**src/rtl/imem_fetch_ctrl_pkg.sv**
```systemverilog
// Shared definitions for the instruction-memory fetch front end:
// FSM state encoding and the default bubble instruction.
package imem_fetch_ctrl_pkg;

  // Fetch controller states (2-bit encoding).
  typedef enum logic [1:0] {
    FETCH_IDLE = 2'd0,
    FETCH_REQ  = 2'd1,
    FETCH_WAIT = 2'd2,
    FETCH_HOLD = 2'd3
  } fetch_state_e;

  // addi x0,x0,0 -- the canonical RISC-V nop, fed to if_stage as a bubble.
  localparam logic [31:0] NOP_WORD = 32'h0000_0013;

endpackage

```
**src/rtl/imem_fetch_ctrl_hold_buf.sv**
```systemverilog
// Single-entry holding register for a fetched word and its address.
// Captures a response that arrived while the pipeline was stalled and
// keeps it until it is consumed or squashed.
module imem_fetch_ctrl_hold_buf #(
  parameter int ADDR_W = 32,
  parameter int DATA_W = 32
) (
  input  logic              clk,
  input  logic              rst,
  input  logic              load,
  input  logic              clear,
  input  logic [DATA_W-1:0] load_data,
  input  logic [ADDR_W-1:0] load_pc,
  output logic [DATA_W-1:0] buf_data,
  output logic [ADDR_W-1:0] buf_pc,
  output logic              buf_valid
);

  logic [DATA_W-1:0] data_reg;
  logic [ADDR_W-1:0] pc_reg;
  logic              valid_reg;

  // Load takes a new word; clear drops it. The controller never asserts both.
  always_ff @(posedge clk) begin
    if (rst) begin
      data_reg  <= '0;
      pc_reg    <= '0;
      valid_reg <= 1'b0;
    end else if (load) begin
      data_reg  <= load_data;
      pc_reg    <= load_pc;
      valid_reg <= 1'b1;
    end else if (clear) begin
      valid_reg <= 1'b0;
    end
  end

  assign buf_data  = data_reg;
  assign buf_pc    = pc_reg;
  assign buf_valid = valid_reg;

endmodule

```
**src/rtl/imem_fetch_ctrl.sv**
```systemverilog
// Instruction-memory front end sitting in front of if_stage. Issues one
// single-beat read at a time for the current PC, passes the returned word
// straight through when the pipeline can take it, parks it in a one-entry
// buffer across a stall, and squashes wrong-path words around a flush.
module imem_fetch_ctrl
  import imem_fetch_ctrl_pkg::*;
#(
  parameter int                ADDR_W    = 32,
  parameter int                DATA_W    = 32,
  parameter logic [DATA_W-1:0] NOP_INSTR = NOP_WORD
) (
  input  logic              clk,
  input  logic              rst,
  input  logic [ADDR_W-1:0] fetch_addr,
  input  logic              PL_stall,
  input  logic              PL_flush,
  output logic              mem_req_valid,
  output logic [ADDR_W-1:0] mem_req_addr,
  input  logic              mem_req_ready,
  input  logic              mem_resp_valid,
  input  logic [DATA_W-1:0] mem_resp_data,
  output logic [DATA_W-1:0] instr_out,
  output logic              instr_valid,
  output logic [ADDR_W-1:0] instr_pc,
  output logic              fetch_stall
);

  fetch_state_e      state_reg, state_next;
  logic              drop_reg, drop_next;
  logic [ADDR_W-1:0] req_pc_reg, req_pc_next;
  // Set by reset, cleared once the first request is issued; only used to
  // excuse a late response from a request abandoned by reset.
  logic              post_rst_reg, post_rst_next;

  logic              hold_load, hold_clear;
  logic [DATA_W-1:0] hold_data;
  logic [ADDR_W-1:0] hold_pc;
  logic              hold_valid;

  // Fetches are word aligned; the low PC bits never reach the bus.
  logic addr_lsb_unused;
  assign addr_lsb_unused = ^fetch_addr[1:0];
  assign mem_req_addr    = {fetch_addr[ADDR_W-1:2], 2'b00};

  imem_fetch_ctrl_hold_buf #(
    .ADDR_W(ADDR_W),
    .DATA_W(DATA_W)
  ) u_hold_buf (
    .clk       (clk),
    .rst       (rst),
    .load      (hold_load),
    .clear     (hold_clear),
    .load_data (mem_resp_data),
    .load_pc   (req_pc_reg),
    .buf_data  (hold_data),
    .buf_pc    (hold_pc),
    .buf_valid (hold_valid)
  );

  // State, wrong-path flag and issued-address registers.
  always_ff @(posedge clk) begin
    if (rst) begin
      state_reg    <= FETCH_IDLE;
      drop_reg     <= 1'b0;
      req_pc_reg   <= '0;
      post_rst_reg <= 1'b1;
    end else begin
      state_reg    <= state_next;
      drop_reg     <= drop_next;
      req_pc_reg   <= req_pc_next;
      post_rst_reg <= post_rst_next;
    end
  end

  // Next-state logic and all combinational outputs.
  always_comb begin
    state_next    = state_reg;
    drop_next     = drop_reg;
    req_pc_next   = req_pc_reg;
    post_rst_next = post_rst_reg;
    hold_load     = 1'b0;
    hold_clear    = 1'b0;
    mem_req_valid = 1'b0;
    instr_valid   = 1'b0;
    instr_out     = NOP_INSTR;
    instr_pc      = req_pc_reg;

    case (state_reg)
      FETCH_IDLE: begin
        state_next = FETCH_REQ;
      end
      FETCH_REQ: begin
        mem_req_valid = 1'b1;
        if (mem_req_ready) begin
          // A request accepted during a flush was built from the stale PC.
          req_pc_next   = mem_req_addr;
          drop_next     = PL_flush;
          post_rst_next = 1'b0;
          state_next    = FETCH_WAIT;
        end
      end
      FETCH_WAIT: begin
        if (mem_resp_valid) begin
          if (drop_reg || PL_flush) begin
            drop_next  = 1'b0;
            state_next = FETCH_REQ;
          end else if (!PL_stall) begin
            instr_valid = 1'b1;
            instr_out   = mem_resp_data;
            state_next  = FETCH_REQ;
          end else begin
            hold_load  = 1'b1;
            state_next = FETCH_HOLD;
          end
        end else if (PL_flush) begin
          drop_next = 1'b1;
        end
      end
      FETCH_HOLD: begin
        // Flush beats consume: the held word is wrong-path and never shown.
        instr_valid = hold_valid && !PL_flush;
        instr_out   = instr_valid ? hold_data : NOP_INSTR;
        instr_pc    = hold_pc;
        if (PL_flush || !PL_stall) begin
          hold_clear = 1'b1;
          state_next = FETCH_REQ;
        end
      end
      default: begin
        state_next = FETCH_IDLE;
      end
    endcase

    // A flush always releases the PC so the redirect target can load.
    fetch_stall = !(instr_valid && !PL_stall) && !PL_flush;
  end

  // Responses are only legal while a request is outstanding, apart from a
  // late reply to a request abandoned by reset.
  always_ff @(posedge clk) begin
    if (!rst && mem_resp_valid && !post_rst_reg) begin
      assert (state_reg == FETCH_WAIT);
    end
  end

endmodule
```
**config.mk**
```make
export PLATFORM = sky130hd
export DESIGN_NAME = imem_fetch_ctrl
export DESIGN_NICKNAME = d
export VERILOG_FILES = /design/src/rtl/imem_fetch_ctrl_pkg.sv /design/src/rtl/imem_fetch_ctrl_hold_buf.sv /design/src/rtl/imem_fetch_ctrl.sv
export SDC_FILE = /design/constraint.sdc
export NUM_CORES = 1
export LEC_CHECK = 0
export ABC_AREA = 1
export BUFFER_PORTS_ARGS = -buffer_cell sky130_fd_sc_hd__buf_2
export CAP_MARGIN = 5
export CORE_ASPECT_RATIO = 0.8
export CORE_MARGIN = 5
export CORE_UTILIZATION = 35
export DETAILED_ROUTE_END_ITERATION = 10
export PLACE_DENSITY = 0.57
export SETUP_SLACK_MARGIN = 0.15
export SLEW_MARGIN = 10
export SYNTH_ARGS = -nofsm -noshare
export SYNTH_HDL_FRONTEND = slang
export SYNTH_SLANG_ARGS = --single-unit
```
**constraint.sdc**
```tcl
create_clock -name clk -period 2.2 [get_ports clk]
set_input_delay 0.44 -clock clk [delete_from_list [all_inputs] [get_ports clk]]
set_output_delay 0.44 -clock clk [all_outputs]
set_load 0.02 [all_outputs]
```
# Word-level counts from Yosys, hierarchy flattened
# Cells that the tools add are included.
dict set report classes {
  n_mux 30
  reduce_logical 14
  n_eq_ne 8
}
# op count
set ops {}
lappend ops {{2-to-1 mux 32 bit} 5}
lappend ops {{one-hot mux 32 bit (2 select lines)} 1}
lappend ops {{2-to-1 mux 1 bit} 16}
lappend ops {{2-to-1 mux 2 bit} 5}
lappend ops {{one-hot mux 2 bit (4 select lines)} 1}
lappend ops {{inequality test 2 bit, second input constant} 3}
lappend ops {{inequality test 3 bit, second input constant} 2}
lappend ops {{equality test 2 bit, second input constant} 2}
lappend ops {{one-hot mux 1 bit (2 select lines)} 2}
lappend ops {{AND reduction 4 bit} 1}
lappend ops {{nonzero test 2 bit} 2}
lappend ops {{logical AND 1 bit} 3}
lappend ops {{logical NOT 1 bit} 3}
lappend ops {{AND reduction 3 bit} 1}
lappend ops {{equality test 2 x 1 -> 1 bit, second input constant} 1}
lappend ops {{logical NOT 2 bit} 1}
lappend ops {{logical OR 1 bit} 2}
lappend ops {{AND reduction 2 bit} 1}
dict set report totals {
  output_inout_bits 99
  word_cells 58
  inputBits 70
  regBits 96
}

# Longest topological paths before layout
# Gate-level depths: netlist (run 1).
dict set report depth {
  word_depth 7
  mapped_depth 11
}

# Cells and area by module
# From an unflattened synthesis (run 1), not the netlist that was laid out.
dict set report hier_totals {
  cells_unflattened 708
  area_unflattened_um2 4895.9
}
# mod seq_area_each_um2 area_per_inst_um2 instances cells_per_inst
set by_module_without_submodules {}
lappend by_module_without_submodules {imem_fetch_ctrl 660.6 2600.0 1 426}
lappend by_module_without_submodules {imem_fetch_ctrl_hold_buf 1301.2 2296.0 1 282}

# Worst setup path before layout (run 1)
# No wires, ideal clock.
dict set report synth_timing {
  kind {register to output}
  from {register state_reg[0]}
  to {output port fetch_stall}
  stages_incl_launch_ff 8
  arrival_ns 1.584
  t_required_ns 1.760
  path_slack_ns 0.176
  path_cell_list {dfxtp_1 -> inv_1 -> ha_1 -> buf_4 -> nand4_1 -> buf_2 -> nand2_1 -> a21oi_1}
}
dict set report synth_between {
  elab_chain_cells 5
  elab_cells_between_ends 6
}
# element line
set synth_lines {}
lappend synth_lines {{from (decl)} imem_fetch_ctrl.sv:28} ;# fetch_state_e state_reg, state_next;
lappend synth_lines {{from (signal assigned)} imem_fetch_ctrl.sv:68} ;# state_reg <= state_next;
lappend synth_lines {{equality test 2 bit} imem_fetch_ctrl.sv:88} ;# case (state_reg)
lappend synth_lines {{one-hot mux 1 bit (2 select lines) *} imem_fetch_ctrl.sv:88}
lappend synth_lines {{named net instr_valid} imem_fetch_ctrl.sv:23} ;# output logic instr_valid,
lappend synth_lines {{logical AND 1 bit *} imem_fetch_ctrl.sv:135} ;# fetch_stall = !(instr_valid && !PL_stall) && !PL_flush;
lappend synth_lines {{logical NOT 1 bit *} imem_fetch_ctrl.sv:135}
lappend synth_lines {{logical AND 1 bit *} imem_fetch_ctrl.sv:135}
lappend synth_lines {{to (decl)} imem_fetch_ctrl.sv:25} ;# output logic fetch_stall
# Mark *: on every way through the listed nets, which the timed path passes. The rest lies on a longest branch.

# Final worst setup path (run 1)
dict set report layout_timing {
  from {register state_reg[1]}
  to {output port instr_out[1]}
}
dict set report layout_between {
  elab_chain_cells 2
  elab_cells_between_ends 3
}
# element line
set layout_lines {}
lappend layout_lines {{equality test 2 bit} imem_fetch_ctrl.sv:88}
lappend layout_lines {{one-hot mux 32 bit (2 select lines) *} imem_fetch_ctrl.sv:88}
lappend layout_lines {{to (decl)} imem_fetch_ctrl.sv:22} ;# output logic [DATA_W-1:0] instr_out,
# Every way passes the cells marked *; elsewhere a longest branch is shown, timed or not.

==> metrics.txt, run 1 <==
LEAKAGE=roughly 3.4 nW; Fin Setup TNS=0 ns; GP Congestion=0.753; max cap viols=0; post-synthesis sequential area ratio=roughly two fifths; GRT Overall Usage=between 10% and 20%; Core Rows=38; share of power burned in the clock network=33.5%; Reg2Reg Launch Point=state_reg[1]; vias in the first global route=slightly above 4000; Max IR drop VDD=about 420 µV; nets=between 900 and 1000; sw frac=a little under a third; I/O pins=169; Die W=between 100 and 150 µm; clock buffer depth=2; Synth Register Bits=96; commonest non-fill, non-tap cell in the layout=nor2_1; commonest non-fill, non-tap cells in the layout=nor2_1 (187), nand2_1 (168), buf_2 (112), inv_1 (99), dfxtp_1 (93); Avg Cell Area, Syn=6.38 µm²; wire per inst=about 13 µm; crit-path max FO=21; via count=between 4000 and 5000; fin worst setup slack=0.126 ns; grt ovf=0; hold depth=3; Reg power frac=40.6%; DRC=0; area of the mapped netlist=approximately 0.0048 mm²; IO Port Bufs=roughly 160; Int Power=approximately 3.4 mW; diode count=0; drt first pass iters=4; CTS HTree Levels=3; unrepaired setup endpoints after global routing=true; max-slew violations=0; Root Buffer=clkbuf_16; Worst setup EP type=output pin; post-layout util=between 40 and 50%; status=completed; Area Overhead vs Synth=38.1%; Worst Path Arrival=~1.6 ns; Critical path origin=state_reg[1]; reg2reg setup slack=roughly 0.38 ns; worst reg2reg endpoint=req_pc_reg[12]; critical path class=reg -> out; Distinct cells, synth=20; CTS clk-pin slew, worst paths=approximately 0.060 ns; Largest register FFs=32; DIE HEIGHT=around 110 µm; routed wire length=between 10000 and 15000 µm; worst-case reg-to-reg path depth=6; net switching power=roughly 1.6 mW; pin count of the biggest net entering global routing=64; post-layout minimum cycle time=around 2.1 ns; worst skew pair latency=roughly 0.34 ns; share of layout cells above drive strength 1=about 28%; final hold vios=0; CTS tree=built; final setup fails=0; die area=0.0162 mm²; first-pass GRT wire length=between 15000 and 20000 µm; logic gate share of total power=approximately a quarter; drt initial violations=approximately 210; CTS sink count=96; Syn Inst Count=~750; clock skew=roughly 0.0044 ns; ANT nets after route=0; crit path to=instr_out[1]; core area=0.0135 mm²; Pwr Density=743 mW/mm²; Initial Utilization=around 36%; initial antenna violation count=0; DP Worst Slack=between 0.2 and 0.3 ns; Synth warnings=0; max frequency=just under 500 MHz; cts bufs inserted=9; crit start category=flip-flop; fin crit share=between 90% and 100%; Req. time, crit path=between 1.5 and 2 ns; HPWL after DPL=between 8000 and 9000 µm; Rel. slew slack=between 30% and 40%; Hold WC Path Type=in -> reg; Hold-fix buffers, CTS=0; Worst Tran Pin Value=about 1 ns; Via density=4.37
[synth_stat cells (all sizes together)]
master / count / area (µm²)
dfxtp: 96 / 1920
a21oi: 6 / 30.0
ha: 3 / 37.5
inv: 102 / 383
buf: 52 / 367
nand3: 7 / 47.6
nand2: 170 / 638
nand4: 4 / 25.0
clkinv: 1 / 3.75
o21ai: 68 / 340
clkbuf: 25 / 93.8
o22ai: 29 / 181
nor2: 189 / 733
conb: 1 / 3.75
[cells by family (layout without fill, tap and decap cells)]
kind of cell / Yosys count / after routing / synth area share (%)
other cells: 1 / 4 / 0.0780
compound gates: 103 / 103 / 11.5
flops: 96 / 96 / 40.0
fa+ha+maj: 3 / 3 / 0.781
buf+inv: 180 / 303 / 17.6
simple gates: 370 / 370 / 30.0
[how the worst min path moves through the flow]
stage / start / to
2_1_floorplan: u_hold_buf.buf_data[0] / u_hold_buf.buf_data[0]
4_1_cts: mem_resp_data[29] / u_hold_buf.buf_data[29]
3_5_place_dp: u_hold_buf.buf_data[4] / u_hold_buf.buf_data[4]
6_report: mem_resp_data[11] / u_hold_buf.buf_data[11]
5_1_grt: mem_resp_data[12] / u_hold_buf.buf_data[12]
3_3_place_gp: u_hold_buf.buf_data[4] / u_hold_buf.buf_data[4]
[power by group through the flow]
stage	sequential (mW)	combinational, mW	clock, mW
3_3_place_gp	2.02	1.12	0
3_5_place_dp	2.02	1.12	0
2_1_floorplan	2.00	0.800	0
4_1_cts	1.99	1.17	1.70
5_1_grt	2.02	1.42	1.78
6_report	2.00	1.28	1.65
[through the flow]
step | cell area [µm²] | power [mW] | hold WS (ns) | std cells
detailed placement | 5570 | 3.14 | 0.450 | 1033
CTS | 6140 | 4.86 | 0.330 | 1052
finish | 6640 | 4.93 | 0.340 | 1059
floorplan | 4820 | 2.80 | 0.430 | 756
global route | 6640 | 5.23 | 0.332 | 1059
global placement | 5570 | 3.14 | 0.452 | 1033
[area by class of cell]
type | count | area, µm²
flip-flops and latches | 96 | 1930
clock inverters | 6 | 85.1
well taps | 180 | 225
inverters | 103 | 390
clock buffers | 9 | 225
multi-input cells | 480 | 2360
fillers | 1403 | 6870
repair buffers | 185 | 1420
[worst max-delay path, stage by stage, from the launching register on]
cell,delay [ns]
dfxtp_4,0.38
ha_4,0.18
clkinv_2,0.13
buf_8,0.19
nand2_2,0.10
o21ai_0,0.09
nand2_1,0.07
buf_2,0.15
[repair_timing]
| action | CTS | global route |
|---|---|---|
| buffers inserted | 2 | 1 |
| setup endpoints to repair | 57 | 57 |
| pin swaps | 1 | 4 |
| hold endpoints to repair | 0 | 0 |
| gates cloned | 2 | 6 |
| resized for setup | 57 | 101 |
[routing by layer]
layer  wire, µm  GRT usage (%)  vias up
met2       5890           23.0      126
met4         90           3.10        0
met1       6590           21.0     2005
met3        878           4.24        9
li1           -              -     2485
met5          0              0        -
No activity file was read; power rests on OpenSTA's default activity.
==> run 2: changes to the inputs <==
==> constraint.sdc (replaced) <==
create_clock -name clk -period 2.2 [get_ports clk]
set_input_delay 0 -clock clk [delete_from_list [all_inputs] [get_ports clk]]
set_output_delay 0 -clock clk [all_outputs]
set_load 0.02 [all_outputs]
==> run 2 against run 1 <==
Against the previous run: count of clock-buffer cells in the layout is 1 higher; sequential power about the same; first-iteration DRC count up 21%; clock power up 18%; routed wire length decreased by 4.2%.
==> metrics.txt, run 2 (synthesis results as in run 1) <==
status=completed; net switching power=about 1.5 mW; cts bufs inserted=9; core area=0.0135 mm²; CTS tree=built; hold_sp=mem_resp_valid; worst-case reg-to-reg path depth=8; I/O pins=169; first-pass GRT wire length=around 21000 µm; routed wire length=approximately 13000 µm; fin worst setup slack=~0.29 ns; LEAKAGE=between 3 and 4 nW; post-layout util=between 40 and 50%; DRC=0; Reg2Reg Launch Point=state_reg[0]; WHS Endpoint=u_hold_buf.buf_data[4]; grt ovf=0; worst skew pair latency=about 0.34 ns; vias in the first global route=between 4000 and 5000; Worst Tran Pin Value=~1.0 ns; final instance area=between 0.006 and 0.007 mm²; GRT Overall Usage=between 15 and 20%; drt first pass iters=4; clock skew=around 0.010 ns; CTS clk-pin slew, worst paths=approximately 0.070 ns; Rel. slew slack=slightly above 30%; # fillers=between 1000 and 1500; Inst Count DP=slightly above 1000; ANT nets after route=0; hold depth=3; FF+latch area=0.00192 mm²; worst reg2reg endpoint=u_hold_buf.buf_data[0]; Hold WC Path Type=in -> reg; worst path cell trace=inv_1, ha_1, inv_2, nor2_8, nand3_4, nand2_1, a21oi_1, dlygate4sd3_1; max-slew violations=0; max frequency=about 520 MHz; CP peak stage delay=about 0.55 ns; sw frac=between 20 and 30%; commonest non-fill, non-tap cell in the layout=nor2_1; Pwr Density=between 700 and 800 mW/mm²; Area Overhead vs Synth=35.9%; CTS HTree Levels=3; initial antenna violation count=0; diode count=0; clock buffer depth=2; CTS sink count=between 90 and 100; pin count of the biggest net entering global routing=61; count of non-filler cells in the finished layout=~1100; Max IR drop VDD=371 µV; crit start category=flip-flop; final setup fails=0; Fin Setup TNS=0 ns; DP Worst Slack=0.447 ns; Reg power frac=around two fifths; max cap viols=0; nets=roughly 1000; Setup Fix Bufs, Post-CTS=0; HPWL after DPL=about 8200 µm; Req. time, crit path=2.43 ns; Core Rows=38; commonest non-fill, non-tap cells in the layout=nor2_1 (187), nand2_1 (170), buf_2 (162), inv_1 (100), dfxtp_1 (96); Initial Utilization=between 30% and 40%; drt initial violations=253; area taken by multi-input logic gates=0.00205 mm²; Post-DP Area=0.00552 mm²; Int Power=3.59 mW; share of power burned in the clock network=around two fifths; die area=~0.016 mm²; Root Buffer=clkbuf_16; Worst Path Arrival=~2.1 ns; share of layout cells above drive strength 1=between 20% and 30%; Die W=around 140 µm; GP Congestion=about 0.74; Worst setup EP type=flip-flop; critical path's slowest cell=dlygate4sd3_1; DIE HEIGHT=roughly 110 µm; unrepaired setup endpoints after global routing=false; wire per inst=11.6 µm; Resized Gates After CTS=0; fin crit share=around 87%; Via density=approximately 4.3; IO Port Bufs=roughly 160; final hold vios=0; crit-path max FO=18; Largest register FFs=32; logic gate share of total power=between 20% and 30%; post-layout minimum cycle time=between 1.5 and 2 ns; reg2reg setup slack=roughly 0.29 ns; critical path class=reg -> reg; via count=4739
[run 2: cell types whose count changed in the layout (fill, tap and decap cells not counted), sizes merged]
cell / before / now
dlygate4sd3: 0 / 63
buf: 180 / 171
clkinvlp: 2 / 0
clkbuf: 14 / 10
clkinv: 3 / 2
inv: 102 / 103
bufinv: 2 / 4
[run 2: cell type report]
class	count	area share, %
sequential	96	29.4
clock buffer	10	3.66
inverter	103	5.92
multi-input combinational	480	31.4
timing repair buffer	234	24.1
tap	180	3.45
clock inverter	6	2.11
[run 2: worst max-delay path by stage]
stage,start,endpoint,cells after the start
after floorplan,state_reg[0],fetch_stall,7
after global placement,state_reg[1],req_pc_reg[2],6
after detailed placement,state_reg[1],req_pc_reg[8],6
after CTS,state_reg[0],fetch_stall,8
after global routing,state_reg[0],u_hold_buf.buf_data[0],8
final,state_reg[0],u_hold_buf.buf_data[0],8
[run 2: metal layers]
| metal | routed length [µm] | part of all wire [%] | GRT usage, % | up-vias |
|---|---|---|---|---|
| met2 | 5600 | 43 | 24.8 | 118 |
| met1 | 6390 | 50 | 22.0 | 2026 |
| met3 | 737 | 5.7 | 3.99 | 14 |
| li1 | - | - | - | 2581 |
| met4 | 165 | 1.3 | 4.45 | 0 |
| met5 | 0 | 0 | 0 | - |
[run 2: stage by stage]
step	hold slack [ns]	total power, mW
floorplan	0.0691	2.80
global placement	0.231	3.13
detailed placement	0.232	3.13
CTS	0.00565	5.18
global route	0.0283	5.42
finish	0.0265	5.12
[run 2: power groups by stage]
stage / clock (mW) / combinational (mW) / sequential [mW]
3_3_place_gp: 0 / 1.11 / 2.02
2_1_floorplan: 0 / 0.800 / 2.00
6_report: 1.95 / 1.19 / 1.98
3_5_place_dp: 0 / 1.11 / 2.02
4_1_cts: 2.00 / 1.21 / 1.98
5_1_grt: 2.07 / 1.35 / 2.00
[run 2: repair_timing]
action	CTS	global route
setup endpoints to repair	0	0
endpoints found under the hold margin	63	0
hold buffers	63	0
[run 2: critical path, delay by kind of cell, from the launching register on]
family                     cells  cell delay (ns)
buffers and inverters          3             0.72
and+or+nand+nor                3             0.51
DFF                            1             0.33
AOI/OAI and AO/OA              1             0.06
adders and majority gates      1             0.19
